[config.mk]
export PLATFORM = sky130hd
export DESIGN_NAME = fdiv
export DESIGN_NICKNAME = d
export VERILOG_FILES = /design/src/rtl/fdiv_pkg.sv /design/src/rtl/fdiv_div_seq.sv /design/src/rtl/fdiv.sv
export SDC_FILE = /design/constraint.sdc
export NUM_CORES = 1
export LEC_CHECK = 0
export ABC_AREA = 1
export CAP_MARGIN = 20
export CORE_MARGIN = 2
export CORE_UTILIZATION = 49
export DETAILED_ROUTE_END_ITERATION = 8
export DONT_BUFFER_PORTS = 1
export GPL_ROUTABILITY_DRIVEN = 1
export PLACE_DENSITY = 0.66
export SLEW_MARGIN = 40
export SYNTH_ARGS = -nofsm -noshare
export SYNTH_HDL_FRONTEND = slang
export SYNTH_SLANG_ARGS = --single-unit
[constraint.sdc]
create_clock -name clk -period 1.9 [get_ports clk]
set_input_delay 0.19 -clock clk [delete_from_list [all_inputs] [get_ports clk]]
set_output_delay 0.19 -clock clk [all_outputs]
set_load 0.01 [all_outputs]
[src/rtl/fdiv_pkg.sv]
// Shared definitions for the sequential floating-point divider.
//   - FP_EW / FP_MW : exponent and stored-mantissa widths of the 16-bit format
//   - FP_QW         : number of quotient bits the divider produces
//   - state_t       : top-level FSM states
//   - fp_t          : field view of a packed float {sign, exponent, mantissa}
// Optional feature: FDIV_ROUND_EN enables round-half-up (one extra quotient bit).
package fdiv_pkg;

    localparam int FP_EW = 5;
    localparam int FP_MW = 10;

`ifdef FDIV_ROUND_EN
    localparam int RND = 1;
`else
    localparam int RND = 0;
`endif

    // Hidden bit + MW stored bits + one bit to absorb a quotient below 1.0,
    // plus a guard bit when rounding.
    localparam int FP_QW = FP_MW + 2 + RND;

    typedef enum logic [2:0] {
        IDLE,
        DIV,
        NORM,
        CHK,
        OUT
    } state_t;

    typedef struct packed {
        logic             s;
        logic [FP_EW-1:0] e;
        logic [FP_MW-1:0] m;
    } fp_t;

endpackage

[src/rtl/fdiv_div_seq.sv]
// Restoring sequential divider, one quotient bit per clock.
// Computes quotient = floor(dividend * 2^(QW-1) / divisor) for normalized
// operands (both have their MSB set), so the result always fits in QW bits.
// Ports:
//   clk, reset : clock, synchronous active-high reset
//   st         : one-cycle start pulse; loads operands and clears the quotient
//   dividend   : AW-bit dividend (hidden bit included)
//   divisor    : AW-bit divisor  (hidden bit included)
//   done       : one-cycle pulse after the last quotient bit is written
//   quotient   : QW-bit result, held until the next start or reset
module div_seq #(
    parameter int AW = 11,
    parameter int QW = 12
) (
    input  logic          clk,
    input  logic          reset,
    input  logic          st,
    input  logic [AW-1:0] dividend,
    input  logic [AW-1:0] divisor,
    output logic          done,
    output logic [QW-1:0] quotient
);

    localparam int CW = $clog2(QW);

    // The partial remainder is always below the divisor (or the initial
    // dividend), so AW bits suffice after a step; the extra bit holds the
    // doubled value before the next compare.
    logic [AW:0]   rem;
    logic [AW-1:0] dvs;
    logic [CW-1:0] cnt;
    logic          busy;
    logic          ge;
    logic [AW:0]   diff;

    always_comb begin
        ge   = rem >= {1'b0, dvs};
        diff = rem - {1'b0, dvs};
    end

    always_ff @(posedge clk) begin
        if (reset) begin
            rem      <= '0;
            dvs      <= '0;
            cnt      <= '0;
            busy     <= 1'b0;
            done     <= 1'b0;
            quotient <= '0;
        end else begin
            done <= 1'b0;
            if (st) begin
                rem      <= {1'b0, dividend};
                dvs      <= divisor;
                cnt      <= '0;
                busy     <= 1'b1;
                quotient <= '0;
            end else if (busy) begin
                quotient <= {quotient[QW-2:0], ge};
                rem      <= ge ? {diff[AW-1:0], 1'b0} : {rem[AW-1:0], 1'b0};
                cnt      <= cnt + 1'b1;
                if (cnt == CW'(QW - 1)) begin
                    busy <= 1'b0;
                    done <= 1'b1;
                end
            end
        end
    end

endmodule

[src/rtl/fdiv.sv]
// Sequential 16-bit floating-point divider: f = f1 / f2.
// Format: sign[15], two's-complement exponent[14:10], mantissa[9:0] with a
// hidden leading 1. Exponent overflow/underflow flushes f to zero and sets v.
// Ports:
//   clk, reset : clock, synchronous active-high reset
//   enable     : start request, only looked at in IDLE; also keeps the result
//                presented in OUT until it drops
//   f1, f2     : dividend and divisor
//   f, v, done : quotient, range-error flag, result-ready flag
// Optional feature: define FDIV_ROUND_EN for round-half-up instead of
// truncation (divider produces one extra quotient bit).
module fdiv
    import fdiv_pkg::*;
#(
    parameter int EW = FP_EW,
    parameter int MW = FP_MW
) (
    input  logic              clk,
    input  logic              reset,
    input  logic              enable,
    input  logic [EW+MW:0]    f1,
    input  logic [EW+MW:0]    f2,
    output logic [EW+MW:0]    f,
    output logic              v,
    output logic              done
);

    localparam int QW = MW + 2 + RND;
    localparam logic [EW:0] ONE_E = (EW+1)'(1);

    state_t          state, state_nx;
    fp_t             a, b;
    logic            st;
    logic            div_done;
    logic [QW-1:0]   q;
    logic [EW:0]     ee, ee_raw, n_ee;
    logic [MW-1:0]   mant, n_mant;
    logic            ovf;

    // Start pulse is issued the cycle after the operands land in a/b, so the
    // divider only ever sees latched values.
    div_seq #(
        .AW (MW + 1),
        .QW (QW)
    ) u_div (
        .clk      (clk),
        .reset    (reset),
        .st       (st),
        .dividend ({1'b1, a.m}),
        .divisor  ({1'b1, b.m}),
        .done     (div_done),
        .quotient (q)
    );

    always_ff @(posedge clk) begin
        if (reset) state <= IDLE;
        else       state <= state_nx;
    end

    // DIV covers the divider load, its quotient-bit cycles and the done pulse.
    always_comb begin
        state_nx = state;
        case (state)
            IDLE:    if (enable)   state_nx = DIV;
            DIV:     if (div_done) state_nx = NORM;
            NORM:    state_nx = CHK;
            CHK:     state_nx = OUT;
            OUT:     if (!enable)  state_nx = IDLE;
            default: state_nx = IDLE;
        endcase
    end

    assign ee_raw = {a.e[EW-1], a.e} - {b.e[EW-1], b.e};

`ifdef FDIV_ROUND_EN
    logic [MW-1:0] pre_mant;
    logic [EW:0]   pre_ee;
    logic          rb;
    logic [MW:0]   sum;

    always_comb begin
        if (q[QW-1]) begin
            pre_mant = q[QW-2:2];
            rb       = q[1];
            pre_ee   = ee_raw;
        end else begin
            pre_mant = q[QW-3:1];
            rb       = q[0];
            pre_ee   = ee_raw - ONE_E;
        end
        sum = {1'b0, pre_mant} + {{MW{1'b0}}, rb};
        // Carry out of an all-ones mantissa rolls over to the next binade.
        if (sum[MW]) begin
            n_mant = '0;
            n_ee   = pre_ee + ONE_E;
        end else begin
            n_mant = sum[MW-1:0];
            n_ee   = pre_ee;
        end
    end
`else
    always_comb begin
        if (q[QW-1]) begin
            n_mant = q[QW-2:1];
            n_ee   = ee_raw;
        end else begin
            n_mant = q[QW-3:0];
            n_ee   = ee_raw - ONE_E;
        end
    end
`endif

    // Representable range is [-16,15]: the two top bits of the 6-bit
    // exponent must agree.
    assign ovf = ee[EW] ^ ee[EW-1];

    always_ff @(posedge clk) begin
        if (reset) begin
            a    <= '0;
            b    <= '0;
            st   <= 1'b0;
            ee   <= '0;
            mant <= '0;
            f    <= '0;
            v    <= 1'b0;
            done <= 1'b0;
        end else begin
            st <= 1'b0;
            case (state)
                IDLE: if (enable) begin
                    a  <= f1;
                    b  <= f2;
                    st <= 1'b1;
                end
                NORM: begin
                    ee   <= n_ee;
                    mant <= n_mant;
                end
                CHK: begin
                    v    <= ovf;
                    f    <= ovf ? '0 : {a.s ^ b.s, ee[EW-1:0], mant};
                    done <= 1'b1;
                end
                OUT: if (!enable) done <= 1'b0;
                default: ;
            endcase
        end
    end

endmodule

[Word-level counts from Yosys, hierarchy flattened]
Index checks and enable logic that the tools add are counted.
Storage, ports and cells
  register bits after elaboration: 111
  bits of input ports: 35
  output and inout port bits: 18
  word-level logic and storage cells: 63
Operators by class
  add/subtract/negate cells: 4
  order comparisons: 1
  equality and inequality tests: 8
  mux-type cells: 17
  bitwise gates (word level): 4
  reductions and logical operators: 9
Operators by type and width (number)
  two-way mux 11 bit: 2
  two-way mux 16 bit: 1
  case mux 3 bit (5 select lines): 1
  >= comparator 12 x 11 -> 1 bit: 1
  two-way mux 12 bit: 1
  subtractor 11 bit: 1
  two-way mux 10 bit: 1
  two-way mux 3 bit: 3
  == test 3 x 2 -> 1 bit (second input constant): 2
  two-way mux 1 bit: 6
  two-way mux 6 bit: 1
  subtractor 5 x 5 -> 6 bit: 1
  subtractor 6 x 1 -> 6 bit (second input constant): 1
  adder 4 x 1 -> 4 bit (second input constant): 1
  == test 4 bit (second input constant): 1
  inequality test 2 bit (second input constant): 2
  AND reduction 2 bit: 2
  nonzero test 2 bit: 2
  OR reduction 2 bit: 2
  == test 3 x 1 -> 1 bit (second input constant): 1
  == test 3 bit (second input constant): 1
  zero test 3 bit: 1
  AND reduction 3 bit: 1
  OR reduction 3 bit: 1
  other kinds (4): 6

[Longest topological paths before layout]
  depth after elaboration: 4
  gate-level depth with buffers: 13
  depth with buffers taken out: 12

[Modules after synthesis]
From an unflattened synthesis, not the netlist that was laid out.
Unflattened totals
  cell total of the unflattened synthesis: 728
  area total of the unflattened synthesis: 5311.3 um2
By module, submodules not included
  fdiv: times used 1, cells an instance 375, area an instance 2916.5 um2, seq. area each 1401.3 um2
  div_seq: times used 1, cells an instance 353, area an instance 2394.8 um2, seq. area each 820.8 um2

[Least setup slack after synthesis]
No wires, ideal clock.
  path type: flip-flop to flip-flop
  start: reg a[10] (netlist name)
  end: reg ee[4]
  setup time: 0.109 ns
  arrival: 1.753 ns
  required time: 1.791 ns
  slack: 0.038 ns
  cell stages (with the launch flop): 12
  buffers on the path: 0
  clock period less this slack: 1.862 ns
  cells stage by stage: dfxtp_1 inv_1 ha_1 fa_1 ha_1 inv_1 nor3_1 nand2_1 a21oi_1 o21ai_0 nand2_1 inv_1
On the way
  word-level cells in the longest chain between the ends: 3
RTL lines
  start: declaration: RTL line fdiv.sv:32  | fp_t a, b;
  start signal: assignment: RTL line fdiv.sv:119  | a <= '0;
  start signal: assignment: RTL line fdiv.sv:131  | a <= f1;
  subtractor 5 x 5 -> 6 bit (*): RTL line fdiv.sv:73  | assign ee_raw = {a.e[EW-1], a.e} - {b.e[EW-1], b.e};
  subtractor 6 x 1 -> 6 bit: RTL line fdiv.sv:108  | n_ee = ee_raw - ONE_E;
  two-way mux 6 bit (*): RTL line fdiv.sv:103  | if (q[QW-1]) begin
  end signal: assignment: RTL line fdiv.sv:136  | ee <= n_ee;
  end: declaration: RTL line fdiv.sv:36  | logic [EW:0] ee, ee_raw, n_ee;
Every way passes the cells marked *; elsewhere a longest branch is shown, timed or not.
A chain may end at the register's enable or synchronous reset.

[Worst setup path after layout]
  start: reg a[10] (netlist name)
  end: reg ee[5]
The elaborated chain is that of the path after synthesis.

==> reports/results.txt <==
status: complete, but fails checks
violated checks: setup timing
RSZ-0062 raised after global routing: true
Synth warnings: 0
Slew @ Worst Pin: 0.717 ns
fin worst setup slack: -0.00800 ns
final WL: 12000 um
minimum clock period: 1.91 ns
Final ANT Viol Nets: 0
Pleak: 0.00257 uW
CTS sink count: 111
setup violators final: 2
hold path depth: 2
H-Tree Depth: 3
die area: 11600 um2
Post-Syn Nets: 758
ys async rst share: 0%
Cell Area, Synth: 5270 um2
CP required: 2.19 ns
Worst Setup Start Kind: flop
footprint of the multi-input gates: 2590 um2
core area: 10400 um2
maximum clock path buffer count: 2
DRC errors left: 0
Hold Worst Slack: 0.00907 ns
Tot GR Track Use: 21.0%
WL per Instance: 13.9 um
die height: 108 um
diode count: 0
Core Util, Final: 58.3%
Buf+Inv Stages, Crit Path: 3
gr ovfl total: 0
crit path max-delay cell type: fa_2
largest net degree at the start of global routing: 61
EDFF count, synth: 0
Max Cap Violations: 0
share of power burned in combinational logic: 57.4%
HPWL after DPL: 8270 um
RR Endpoint: ee[5]
number of fill cells: 998
Register Area: 2230 um2
clock-pin slew on the worst setup and hold paths: 0.10 ns
RR Startpoint: a[10]
final hold vios: 0
Syn Inst Count: 702
TritonCTS Buffers: 9
crit path launch: a[10]
CTS Root Cell: clkbuf_8
Crit path top cell by count: inv_2
CTS tree: done
Max FO, Critical Path: 3
DP Worst Slack: -0.144 ns
initial antenna violation count: 0
FF-to-FF setup slack: -0.008 ns
Int Power: 6120 uW
Die Span X: 108 um
# IOs: 53
Worst Setup Path Type: reg -> reg
sequential share of the synthesized area: 42.2%
Slew Limit Headroom: 52.0%
First DRT Iteration DRCs: 262
Distinct cells, synth: 40
slowest stage delay, CP: 0.56 ns
vias in the first global route: 4377
clk_lat worst skew: 0.38 ns
vias per inst: 5.21
period utilization: 100%
Clock Skews: 0.0166 ns
Worst Hold Class: in -> reg
drt first pass iters: 4
share of cells above drive strength 1: 15.4%
row count: 37
P_sw: 4890 uW
starting density of the core: 50.8%
Via Count: 4495
first-pass GRT wire length: 19800 um
Peak VDD IR: 0.000828 V
pwr/cell area: 1820 nW/um2
sequential share of power: 30.0%
CP delay by family, top: adder cells
Hold EP: b[15]
Critical Path Sink Type: flop
mean post-synth cell area: 7.50 um2
Clk pwr share: 12.6%
Nets: 777
hold_sp: f2[15]
top_reg_cell synth: dfxtp_1
crit path DAT: 2.19 ns
r2r worst-path depth: 10
Sw Ratio: 44.4%
Yosys reg bits: 111
GPL Wtd Cong: 0.890
PortBufs: 0
Layout area overhead: 14.8%
Peak Freq: 0.524 GHz
Final Max Slew Viols: 0
CP cell instances: inv_2, ha_4, fa_2, inv_2, nor3_4, nand2_2, o21ai_2, nand3_1, nand2_1, inv_1
## worst max path at each step
stage / depth (start not counted) / endpoint
after floorplan: 11 / ee[4]
after global placement: 11 / ee[4]
after detailed placement: 11 / ee[4]
after CTS: 11 / ee[4]
after global routing: 10 / ee[5]
final: 10 / ee[5]
## placed cells by master, fill, tap and decap left out, types with 4 or more instances in the layout
| cell type | netlist | layout |
|---|---|---|
| buf_4 | 1 | 25 |
| dlygate4sd3_1 | 0 | 15 |
| a22oi_1 | 23 | 23 |
| nand3_1 | 29 | 26 |
| inv_2 | 3 | 7 |
| ha_4 | 0 | 6 |
| a21oi_2 | 4 | 10 |
| nand2_2 | 5 | 9 |
| a21oi_1 | 98 | 92 |
| nand4_1 | 12 | 12 |
| ha_1 | 19 | 13 |
| nand2_1 | 86 | 82 |
| o21ai_0 | 73 | 71 |
| inv_1 | 112 | 108 |
| nand3_2 | 5 | 8 |
| dfxtp_2 | 0 | 7 |
| dfxtp_1 | 111 | 104 |
| nor2_2 | 3 | 4 |
| clkbuf_8 | 0 | 10 |
| nor2_1 | 49 | 48 |
## registers in the layout (all words and copies together) (netlist names)
name / count
a: 16
b: 16
done: 1
ee: 6
f: 16
mant: 10
st: 1
state: 3
u_div.busy: 1
u_div.cnt: 4
u_div.done: 1
u_div.dvs: 11
u_div.quotient: 12
u_div.rem: 12
v: 1
## cell type report
type                       count  area share [%]
timing repair buffer          46            7.14
multi-input combinational    437            42.8
sequential                   111            36.9
clock inverter                 5           0.766
inverter                     116            7.24
tap                          136            2.82
clock buffer                  11            2.34
## cells by family (layout without fill, tap and decap cells)
group,Yosys count,count (layout),share of synthesized area (%)
compound gates,206,206,21.2
xor+xnor,5,5,0.832
fa+ha+maj,21,21,5.27
buf+inv,154,178,12.1
flops,111,111,42.2
simple gates,205,205,18.4
## layer usage
metal / track usage [%] / routed length [um] / share of wire [%] / vias to the layer above
li1: - / - / - / 2335
met1: 25.5 / 5240 / 44 / 2040
met2: 36.7 / 5990 / 50 / 101
met3: 3.87 / 488 / 4.1 / 19
met4: 8.24 / 235 / 2.0 / 0
met5: 0 / 0 / 0 / -
## metrics by stage
| step | std cells | instance area (um2) | TNS [ns] | total power (uW) |
|---|---|---|---|---|
| after detailed placement | 827 | 5460 | -0.221 | 8740 |
| after global routing | 862 | 6040 | -0.184 | 12000 |
| final | 862 | 6040 | -0.0114 | 11000 |
| after CTS | 858 | 5820 | -0.00509 | 10300 |
| after floorplan | 702 | 5270 | 0 | 7450 |
| after global placement | 827 | 5460 | -0.0333 | 8570 |
## worst register-to-register path: stages, from the launching register on
cell and delay (ns):
dfxtp_2 0.33, inv_2 0.04, ha_4 0.15, fa_2 0.56, inv_2 0.06, nor3_4 0.20, nand2_2 0.11, o21ai_2 0.14
nand3_1 0.10, nand2_1 0.08, inv_1 0.04
## timing repair
action,in CTS,in global routing
setup endpoints to repair,4,16
resized for setup,6,41
pin swaps,2,2
buffers inserted,0,3
hold buffers,15,1
endpoints found under the hold margin,41,26
## cells in the mapped netlist, types with 5 or more instances
cell        n  area, um2
buf_2       7       35.0
dfxtp_1   111       2220
a22oi_1    23        173
nor2_1     49        184
nand2_2     5       31.3
nand3_2     5       50.1
nand2_1    86        323
a21oi_1    98        490
nand3_1    29        145
o21ai_0    73        365
nand4_1    12       75.1
clkbuf_1   22       82.6
inv_1     112        420
ha_1       19        238
## power by group through the flow
stage	Sequential (uW)	Clock (uW)	Combinational (uW)
6_report	3300	1390	6320
5_1_grt	3360	1510	7100
4_1_cts	3270	1420	5590
3_5_place_dp	3320	0	5420
3_3_place_gp	3300	0	5270
2_1_floorplan	3210	0	4240
(Power assumes the default switching activity.)
